`src/rtl/afu_ctrl_regs_pkg.sv`:
```
// Shared definitions for the AFU AXI4-Lite control register block:
// register map, AP_CTRL bit positions and channel FSM states.
package afu_ctrl_regs_pkg;

  localparam int unsigned REG_ADDR_W = 8;

  localparam logic [REG_ADDR_W-1:0] ADDR_AP_CTRL    = 8'h00;
  localparam logic [REG_ADDR_W-1:0] ADDR_GIE        = 8'h04;
  localparam logic [REG_ADDR_W-1:0] ADDR_IER        = 8'h08;
  localparam logic [REG_ADDR_W-1:0] ADDR_ISR        = 8'h0C;
  localparam logic [REG_ADDR_W-1:0] ADDR_DEV_CAPS_0 = 8'h10;
  localparam logic [REG_ADDR_W-1:0] ADDR_DEV_CAPS_1 = 8'h14;
  localparam logic [REG_ADDR_W-1:0] ADDR_ISA_CAPS_0 = 8'h18;
  localparam logic [REG_ADDR_W-1:0] ADDR_ISA_CAPS_1 = 8'h1C;
  localparam logic [REG_ADDR_W-1:0] ADDR_DCR_0      = 8'h20;
  localparam logic [REG_ADDR_W-1:0] ADDR_DCR_1      = 8'h24;

  localparam int unsigned AP_START_BIT = 0;
  localparam int unsigned AP_DONE_BIT  = 1;
  localparam int unsigned AP_IDLE_BIT  = 2;
  localparam int unsigned AP_READY_BIT = 3;
  localparam int unsigned AP_RESET_BIT = 4;

  typedef enum logic [1:0] {
    WRIDLE = 2'd0,
    WRDATA = 2'd1,
    WRRESP = 2'd2
  } wr_state_e;

  typedef enum logic {
    RDIDLE = 1'b0,
    RDDATA = 1'b1
  } rd_state_e;

endpackage

```
`src/rtl/afu_ctrl_regs.sv`:
```
// AXI4-Lite control slave for the accelerator wrapper: ap_ctrl handshake,
// interrupt registers, capability constants and a DCR write port.
module afu_ctrl_regs #(
  parameter int unsigned  S_AXI_ADDR_WIDTH = 8,
  parameter int unsigned  S_AXI_DATA_WIDTH = 32,
  parameter int unsigned  DCR_ADDR_WIDTH   = 12,
  parameter int unsigned  DCR_DATA_WIDTH   = 32,
  parameter logic [63:0]  DEV_CAPS         = 64'h0,
  parameter logic [63:0]  ISA_CAPS         = 64'h0
) (
  input  logic                          clk,
  input  logic                          reset_n,
  input  logic                          s_axi_awvalid,
  output logic                          s_axi_awready,
  input  logic [S_AXI_ADDR_WIDTH-1:0]   s_axi_awaddr,
  input  logic                          s_axi_wvalid,
  output logic                          s_axi_wready,
  input  logic [S_AXI_DATA_WIDTH-1:0]   s_axi_wdata,
  input  logic [S_AXI_DATA_WIDTH/8-1:0] s_axi_wstrb,
  output logic                          s_axi_bvalid,
  input  logic                          s_axi_bready,
  output logic [1:0]                    s_axi_bresp,
  input  logic                          s_axi_arvalid,
  output logic                          s_axi_arready,
  input  logic [S_AXI_ADDR_WIDTH-1:0]   s_axi_araddr,
  output logic                          s_axi_rvalid,
  input  logic                          s_axi_rready,
  output logic [S_AXI_DATA_WIDTH-1:0]   s_axi_rdata,
  output logic [1:0]                    s_axi_rresp,
  output logic                          ap_start,
  output logic                          ap_reset,
  input  logic                          ap_done,
  input  logic                          ap_ready,
  input  logic                          ap_idle,
  output logic                          ap_ctrl_read,
  output logic                          interrupt,
  output logic                          dcr_wr_valid,
  output logic [DCR_ADDR_WIDTH-1:0]     dcr_wr_addr,
  output logic [DCR_DATA_WIDTH-1:0]     dcr_wr_data
);
  import afu_ctrl_regs_pkg::*;

  localparam int unsigned DATA_W = S_AXI_DATA_WIDTH;
  localparam int unsigned STRB_W = S_AXI_DATA_WIDTH / 8;

  wr_state_e             wr_state, wr_state_next;
  rd_state_e             rd_state, rd_state_next;
  logic [REG_ADDR_W-1:0] wr_addr;
  logic                  aw_hs, w_hs, ar_hs;
  logic                  wr_ctrl, wr_ap_ctrl, wr_gie, wr_ier, wr_isr, wr_dcr_addr, wr_dcr_data;
  logic                  done_flag, done_q, ready_q, gie;
  logic [1:0]            ier, isr, isr_next;
  logic [DATA_W-1:0]     dcr_addr;
  logic [DATA_W-1:0]     rdata_next;

  assign s_axi_bresp = 2'b00;
  assign s_axi_rresp = 2'b00;

  assign aw_hs = s_axi_awready && s_axi_awvalid;
  assign w_hs  = s_axi_wready && s_axi_wvalid;
  assign ar_hs = s_axi_arready && s_axi_arvalid;

  // Control registers only take byte 0; DCR registers decode independently of it.
  assign wr_ctrl     = w_hs && s_axi_wstrb[0];
  assign wr_ap_ctrl  = wr_ctrl && (wr_addr == ADDR_AP_CTRL);
  assign wr_gie      = wr_ctrl && (wr_addr == ADDR_GIE);
  assign wr_ier      = wr_ctrl && (wr_addr == ADDR_IER);
  assign wr_isr      = wr_ctrl && (wr_addr == ADDR_ISR);
  assign wr_dcr_addr = w_hs && (wr_addr == ADDR_DCR_0);
  assign wr_dcr_data = w_hs && (wr_addr == ADDR_DCR_1);

  assign ap_ctrl_read = ar_hs && (s_axi_araddr[REG_ADDR_W-1:0] == ADDR_AP_CTRL);

  // Channel state registers plus registered ready/valid decodes of the next state.
  always_ff @(posedge clk or negedge reset_n) begin
    if (!reset_n) begin
      wr_state      <= WRIDLE;
      rd_state      <= RDIDLE;
      s_axi_awready <= 1'b1;
      s_axi_wready  <= 1'b0;
      s_axi_bvalid  <= 1'b0;
      s_axi_arready <= 1'b1;
      s_axi_rvalid  <= 1'b0;
    end else begin
      wr_state      <= wr_state_next;
      rd_state      <= rd_state_next;
      s_axi_awready <= (wr_state_next == WRIDLE);
      s_axi_wready  <= (wr_state_next == WRDATA);
      s_axi_bvalid  <= (wr_state_next == WRRESP);
      s_axi_arready <= (rd_state_next == RDIDLE);
      s_axi_rvalid  <= (rd_state_next == RDDATA);
    end
  end

  always_comb begin
    wr_state_next = wr_state;
    case (wr_state)
      WRIDLE:  if (s_axi_awvalid) wr_state_next = WRDATA;
      WRDATA:  if (s_axi_wvalid)  wr_state_next = WRRESP;
      WRRESP:  if (s_axi_bready)  wr_state_next = WRIDLE;
      default: wr_state_next = WRIDLE;
    endcase
  end

  always_comb begin
    rd_state_next = rd_state;
    case (rd_state)
      RDIDLE:  if (s_axi_arvalid) rd_state_next = RDDATA;
      RDDATA:  if (s_axi_rready)  rd_state_next = RDIDLE;
      default: rd_state_next = RDIDLE;
    endcase
  end

  // Read mux; done is reported as held before this read's clear takes effect.
  always_comb begin
    rdata_next = '0;
    case (s_axi_araddr[REG_ADDR_W-1:0])
      ADDR_AP_CTRL: begin
        rdata_next[AP_START_BIT] = ap_start;
        rdata_next[AP_DONE_BIT]  = done_flag;
        rdata_next[AP_IDLE_BIT]  = ap_idle;
        rdata_next[AP_READY_BIT] = ap_ready;
      end
      ADDR_GIE:        rdata_next[0]   = gie;
      ADDR_IER:        rdata_next[1:0] = ier;
      ADDR_ISR:        rdata_next[1:0] = isr;
      ADDR_DEV_CAPS_0: rdata_next = DATA_W'(DEV_CAPS[31:0]);
      ADDR_DEV_CAPS_1: rdata_next = DATA_W'(DEV_CAPS[63:32]);
      ADDR_ISA_CAPS_0: rdata_next = DATA_W'(ISA_CAPS[31:0]);
      ADDR_ISA_CAPS_1: rdata_next = DATA_W'(ISA_CAPS[63:32]);
      ADDR_DCR_0:      rdata_next = dcr_addr;
      default:         rdata_next = '0;
    endcase
  end

  // Hardware edge events override a host toggle landing in the same cycle.
  always_comb begin
    isr_next = isr;
    if (wr_isr) isr_next = isr ^ s_axi_wdata[1:0];
    if (ier[0] && ap_done && !done_q)   isr_next[0] = 1'b1;
    if (ier[1] && ap_ready && !ready_q) isr_next[1] = 1'b1;
  end

  always_ff @(posedge clk or negedge reset_n) begin
    if (!reset_n) begin
      wr_addr      <= '0;
      s_axi_rdata  <= '0;
      ap_start     <= 1'b0;
      ap_reset     <= 1'b0;
      done_flag    <= 1'b0;
      done_q       <= 1'b0;
      ready_q      <= 1'b0;
      gie          <= 1'b0;
      ier          <= 2'b00;
      isr          <= 2'b00;
      interrupt    <= 1'b0;
      dcr_addr     <= '0;
      dcr_wr_valid <= 1'b0;
      dcr_wr_addr  <= '0;
      dcr_wr_data  <= '0;
    end else begin
      if (aw_hs) wr_addr <= s_axi_awaddr[REG_ADDR_W-1:0];
      if (ar_hs) s_axi_rdata <= rdata_next;

      if (ap_ready)                                  ap_start <= 1'b0;
      else if (wr_ap_ctrl && s_axi_wdata[AP_START_BIT]) ap_start <= 1'b1;
      ap_reset <= wr_ap_ctrl && s_axi_wdata[AP_RESET_BIT];

      if (ap_done)           done_flag <= 1'b1;
      else if (ap_ctrl_read) done_flag <= 1'b0;
      done_q  <= ap_done;
      ready_q <= ap_ready;

      if (wr_gie) gie <= s_axi_wdata[0];
      if (wr_ier) ier <= s_axi_wdata[1:0];
      isr       <= isr_next;
      interrupt <= gie && (|isr);

      if (wr_dcr_addr) begin
        for (int i = 0; i < STRB_W; i++) begin
          if (s_axi_wstrb[i]) dcr_addr[8*i +: 8] <= s_axi_wdata[8*i +: 8];
        end
      end
      dcr_wr_valid <= wr_dcr_data;
      if (wr_dcr_data) begin
        dcr_wr_addr <= DCR_ADDR_WIDTH'(dcr_addr);
        dcr_wr_data <= DCR_DATA_WIDTH'(s_axi_wdata);
      end
    end
  end

endmodule

```
`config.mk`:
```
export PLATFORM = sky130hd
export DESIGN_NAME = afu_ctrl_regs
export DESIGN_NICKNAME = d
export VERILOG_FILES = /design/src/rtl/afu_ctrl_regs_pkg.sv /design/src/rtl/afu_ctrl_regs.sv
export SDC_FILE = /design/constraint.sdc
export NUM_CORES = 1
export LEC_CHECK = 0
export CAP_MARGIN = 20
export CORE_MARGIN = 8
export CORE_UTILIZATION = 39
export DETAILED_ROUTE_END_ITERATION = 7
export GPL_TIMING_DRIVEN = 0
export PLACE_DENSITY = 0.68
export SETUP_SLACK_MARGIN = 0.2
export SYNTH_ARGS = -nofsm -noshare
export SYNTH_HDL_FRONTEND = slang
export SYNTH_SLANG_ARGS = --single-unit
export TNS_END_PERCENT = 1
```
`constraint.sdc`:
```
create_clock -name clk -period 3.7 [get_ports clk]
set_clock_uncertainty 0.2 [all_clocks]
set_input_delay 1.11 -clock clk [delete_from_list [all_inputs] [get_ports clk]]
set_output_delay 1.11 -clock clk [all_outputs]
set_load 0.02 [all_outputs]
```
==> flow_summary.yaml, run 1 <==
critical_path:
  rr_endpoint: "dcr_addr[7]"
  crit_arrival_ns: 2.15
  cp_slowest_cell: "clkdlybuf4s50_1"
  r2r_start: "wr_addr[1]"
  crit_start: "s_axi_araddr[0]"
  reg2reg_setup_slack_ns: 1.32
  worstSetupStartpointType: "primary input"
  critical-path-max-stage-delay_ns: 0.44
  ff2ff_path_depth: 4
  path_max_fanout: 3
  cp-end-kind: "primary output"
  path_cells: "clkdlybuf4s50_1, nand3b_1, nor3_4, buf_6"
  required_ns: 2.39
  setup.worst_path.class: "primary input to primary output"
yosys:
  ys_async_sr_fraction_pct: 100
  yosys.area.top_type: "dfrtp_1"
  synth-seq-cells: 135
  synth_edf_count: 0
  synth_cells: 341
  synthTopCellsByArea: "dfrtp_1, mux2_2, a22o_1, dfstp_2, nand4_1"
  ys_seq_area_share_pct: 64.8
  synth_top_area_share_pct: 63.8
  yosysMostFrequentCell: "dfrtp_1"
  ys_warn_count: 0
  yosysUniqueCellTypes: 39
  synthFlopType: "dfrtp_1"
  synth_common_cells: "dfrtp_1, mux2_2, a22o_1, nand2_1, nand4_1"
  netlist_area_sq_mm: 0.00521
  syn-mean-instance-area_sq_um: 15.3
clocking:
  cts_buffer_depth: 2
  numCtsBuffers: 17
  clk_pin_slew_ns: 0.06
  clockRootBuffer: "clkbuf_16"
  clock-sinks: 135
  clk_latency_ns: 0.42
  cts.htree.levels: 4
  cts_tree: "built"
route:
  num_vias: 3446
  ant_nets: 0
  wl_per_cell_um: 18.6
  wl_um: 13100
  via_per_inst: 4.90
  dr.first_iter.drc_count: 174
  drc: 0
  drt-pass1-iter-count: 4
sta:
  fmax_mhz: 289
  fin_crit_sh_pct: 93.5
  rsz0062_at_grt: "no"
  whs_ns: 0.279
  worst_slew_pin_slew_ns: 0.827
  maxSlewHeadroom_pct: 44.4
  setup_violations: 0
  fin_crit_ns: 3.46
  hold_viol_final: 0
  slew_violations: 0
cells_and_area:
  fillCellCount: 1075
  nets: 576
  area_delta_synth_final_pct: 45.2
  fin_cells: 703
  antennaDiodeCount: 0
  drive_above_1_share_pct: 28.7
die:
  die_y_um: 132
  row_count: 42
  fp.dieW_um: 132
  core_area_sq_mm: 0.0131
  start_util_pct: 39.7
  dieArea_sq_mm: 0.0173
  pin_count: 152
min_path:
  whs_path_depth: 1
  holdCritStartpoint: "wr_state[1]"
  hold_path_end: "s_axi_wready"
  min_path_type: "register to register"
grt:
  grt_pass1_wl_um: 21300
  grt_start_max_net_pins: 105
  grt_pass1_vias: 3817
  antenna_found_initial: 0
  track_usage_pct: 15.8
  grt-ovfl-total: 0
pwr:
  p_leak_nw: 3.57
  vdd_drop_max_mv: 0.290
  pwr_density_cell_mw_per_mm2: 538
placed_design:
  dp.cells: 667
  port_buffers: 146
  dp_hpwl_um: 9630
  place.gp.congestion: 0.764
run:
  maxCapViolations: 0
status:
  outcome: "finished, final reports clean"
-- repair_timing --
item | CTS | global route
hold buffers | 0 | 0
endpoints found under the setup margin | 1 | 1
setup buffers | 3 | 1
pin swaps | 3 | 3
gates resized for setup | 14 | 6
gates cloned | 0 | 0
-- worst max-delay path, delay by kind of cell --
| family | cells | cell delay, ns |
|---|---|---|
| AND/OR/NAND/NOR | 2 | 0.45 |
| buffers and inverters | 2 | 0.58 |
-- worst max path at each step --
stage | to | slack [ns] | cells after the start
after floorplan | ap_ctrl_read | 0.32 | 2
after global placement | dcr_wr_data[8] | -3.87 | 1
after detailed placement | ap_ctrl_read | -0.60 | 4
after CTS | ap_ctrl_read | 0.21 | 4
after global routing | ap_ctrl_read | 0.21 | 4
final | ap_ctrl_read | 0.24 | 4
-- cell families (layout without fill, tap and decap cells) --
group	count (synthesis)	after routing	synth area share (%)
AND/OR/NAND/NOR	49	49	6.29
flip-flops	135	135	64.8
AO/OA/AOI/OAI	41	41	6.24
buffers and inverters	20	203	2.14
multiplexers	95	95	20.4
other	1	4	0.0719
-- routing by layer --
layer / routed length (um) / global-route usage [%]
met2: 6280 / 25.1
met1: 5470 / 18.1
met4: 235 / 7.28
met5: 0 / 0
met3: 1060 / 7.05
-- final cells by class --
class / instances / area (sq um) / area share, %
Clock inverter: 13 / 145 / 1.92
Sequential cell: 135 / 3380 / 44.7
Inverter: 4 / 15.0 / 0.198
Tap cell: 176 / 220 / 2.91
Timing Repair Buffer: 151 / 1510 / 20.0
Clock buffer: 19 / 453 / 5.98
Buffer: 16 / 96.3 / 1.27
Multi-Input combinational cell: 189 / 1750 / 23.1
-- report_power, final --
| group | leakage, nW | switching [mW] | internal, mW |
|---|---|---|---|
| Clock | 0.286 | 0.646 | 1.03 |
| Sequential | 1.84 | 0.112 | 1.65 |
| Combinational | 1.45 | 0.294 | 0.340 |
-- cells in the final DEF (no fill, tap or decap), types with 2 or more instances in the layout --
cell type / count
buf_2: 5
clkdlybuf4s50_1: 137
clkinvlp_4: 3
nor2_1: 4
inv_1: 4
inv_6: 3
o21ai_0: 4
nor4b_1: 2
bufinv_16: 2
a21oi_1: 4
clkinv_2: 2
buf_4: 8
mux2_2: 91
clkbuf_8: 2
clkbuf_1: 5
a22o_1: 28
buf_6: 4
mux2i_1: 4
clkbuf_16: 17
nand4_1: 8
clkinv_4: 3
dfstp_2: 2
nand2b_1: 6
nand3b_1: 4
dlygate4sd2_1: 3
dfrtp_1: 133
nand2_1: 8
nor2b_1: 3
clkbuf_2: 2
conb_1: 4
-- metrics by stage --
step	TNS (ns)	total power [mW]	setup slack, ns	utilization [%]	cell area [sq um]
6_report	0	4.08	0.242	57.6	7570
5_1_grt	0	4.26	0.213	57.6	7570
4_1_cts	0	4.12	0.209	57.6	7570
3_5_place_dp	-0.603	2.43	-0.603	52.8	6940
3_3_place_gp	-518.33	2.40	-3.87	52.6	6910
2_1_floorplan	0	2.10	0.324	-	5230
-- sequential cells by signal (all words and copies together) (netlist names) --
name	count
dcr_wr_data	32
s_axi_arready	1
s_axi_bvalid	1
done_flag	1
ap_start	1
gie	1
wr_state	2
rd_state	1
s_axi_wready	1
interrupt	1
wr_addr	8
ap_reset	1
dcr_wr_addr	12
ier	2
s_axi_rdata	32
s_axi_awready	1
ready_q	1
dcr_wr_valid	1
done_q	1
isr	2
dcr_addr	32
No activity file was read; power rests on OpenSTA's default activity.
==> run 2, diff against run 1 <==
Settings changed: CORE_UTILIZATION 39 to 32, PLACE_DENSITY 0.68 to unset, RECOVER_POWER set to 50, SLEW_MARGIN set to 25.
==> flow_summary.yaml, run 2 (same netlist as run 1, synthesis figures left out) <==
critical_path:
  required_ns: 2.39
  cp-end-kind: "primary output"
  crit_buf_inv: 2
  setup.worst_path.class: "primary input to primary output"
  cp_slowest_cell: "dlygate4sd3_1"
  worstSetupStartpointType: "primary input"
  worstSetupPathDepth: 4
  path_delay_family: "buffers and inverters"
  path_cells: "dlygate4sd3_1, nand3b_1, nor3_4, buf_6"
  critical-path-max-stage-delay_ns: 0.62
  crit_arrival_ns: 2.23
  path_max_fanout: 4
  ff2ff_path_depth: 4
clocking:
  clockRootBuffer: "clkbuf_16"
  cts_hold_buf: 0
  cts_buffer_depth: 2
  clock-sinks: 135
  clk_latency_ns: 0.40
  cts_tree: "built"
  cts.htree.levels: 4
  clk_pin_slew_ns: 0.05
  numCtsBuffers: 17
sta:
  whs_ns: 0.284
  setup_violations: 0
  maxSlewHeadroom_pct: -15.8
  hold_viol_final: 0
  rsz0062_at_grt: "no"
  fin_crit_ns: 3.54
  slew_violations: 67
  fin_crit_sh_pct: 95.6
  worst_slew_pin_slew_ns: 1.74
  fmax_mhz: 283
  fin_setup_tns_ns: 0
route:
  wl_per_cell_um: 18.3
  via_per_inst: 4.66
  drt-pass1-iter-count: 4
  drc: 0
  wl_um: 13600
  dr.first_iter.drc_count: 136
  num_vias: 3467
  ant_nets: 0
die:
  start_util_pct: 32.8
  fp.dieW_um: 144
  dieArea_sq_mm: 0.0206
  row_count: 46
  core_area_sq_mm: 0.0159
  die_y_um: 144
  pin_count: 152
grt:
  grt_pass1_wl_um: 21300
  track_usage_pct: 13.7
  grt_start_max_net_pins: 70
  grt_pass1_vias: 3856
  grt-ovfl-total: 0
  antenna_found_initial: 0
placed_design:
  port_buffers: 146
  place.gp.congestion: 0.786
  dp_hpwl_um: 10000
cells_and_area:
  nets: 577
  area_delta_synth_final_pct: 46.3
  antennaDiodeCount: 0
  largestRegisters: "dcr_addr: 32 flops, dcr_wr_data: 32 flops, s_axi_rdata: 32 flops"
  final_common_cell: "dfrtp_1"
  drive_above_1_share_pct: 27.7
  most-common-layout-cells: "dfrtp_1, clkdlybuf4s50_1, mux2_2"
  utilization_pct: 48.0
  fillCellCount: 1449
run:
  maxCapViolations: 1
min_path:
  min_path_type: "register to register"
  whs_path_depth: 2
pwr:
  p_leak_nw: 3.64
  pwr_density_cell_mw_per_mm2: 537
  vdd_drop_max_mv: 0.283
status:
  outcome: "finished, violations left"
  violations: "capacitance limit, slew limit"
==> run 2: where the power goes <==
part	internal (mW)	switching, mW	total (mW)
registers	1.65	0.112	1.76
logic	0.330	0.294	0.624
clock network	1.11	0.597	1.71
==> run 2: worst paths after layout <==
check                                from             end  slack, ns
setup / recovery            s_axi_arvalid    ap_ctrl_read       0.16
hold / removal             s_axi_rdata[2]  s_axi_rdata[2]       0.28
setup reg to reg               wr_addr[1]  dcr_wr_data[1]       1.21
hold reg to reg            s_axi_rdata[2]  s_axi_rdata[2]       0.28
max in group asynchronous         reset_n   s_axi_arready       1.24
min in group asynchronous         reset_n  dcr_wr_addr[9]       0.95
==> run 2: through the flow <==
stage / power (mW) / setup WS (ns) / cells / instance area (sq um)
final: 4.10 / 0.162 / 744 / 7630
after global routing: 4.30 / 0.137 / 744 / 7630
after CTS: 4.17 / 0.204 / 742 / 7630
after detailed placement: 2.43 / -0.598 / 707 / 6990
after global placement: 2.41 / -3.97 / 706 / 6960
after floorplan: 2.10 / 0.324 / 344 / 5230
==> run 2: repair_timing <==
item | in CTS | in global routing
setup endpoints to repair | 1 | 1
resized for setup | 15 | 4
buffers inserted | 3 | 2
pin swaps | 3 | 3
==> run 2: area by class of cell <==
cell class	count	area [sq um]	area share (%)
well taps	216	270	3.54
clock inverters	7	118	1.54
inverters	4	15.0	0.197
plain buffers	16	96.3	1.26
repair buffers	152	1520	19.9
clock buffers	25	485	6.36
multi-input cells	189	1750	22.9
flip-flops and latches	135	3380	44.3
==> run 2: tightest hold or removal path: cells and delay by family, from the launching register on <==
kind            cells  cell delay (ns)
compound gates      1             0.06
flops               1             0.34
simple gates        1             0.05
==> run 2: metal layers <==
layer	GRT usage, %	vias to the layer above	part of all wire [%]
met5	0	-	0
met4	3.65	0	0.60
met3	6.01	6	8.5
met2	22.1	110	48
met1	16.2	1757	43
li1	-	1594	-
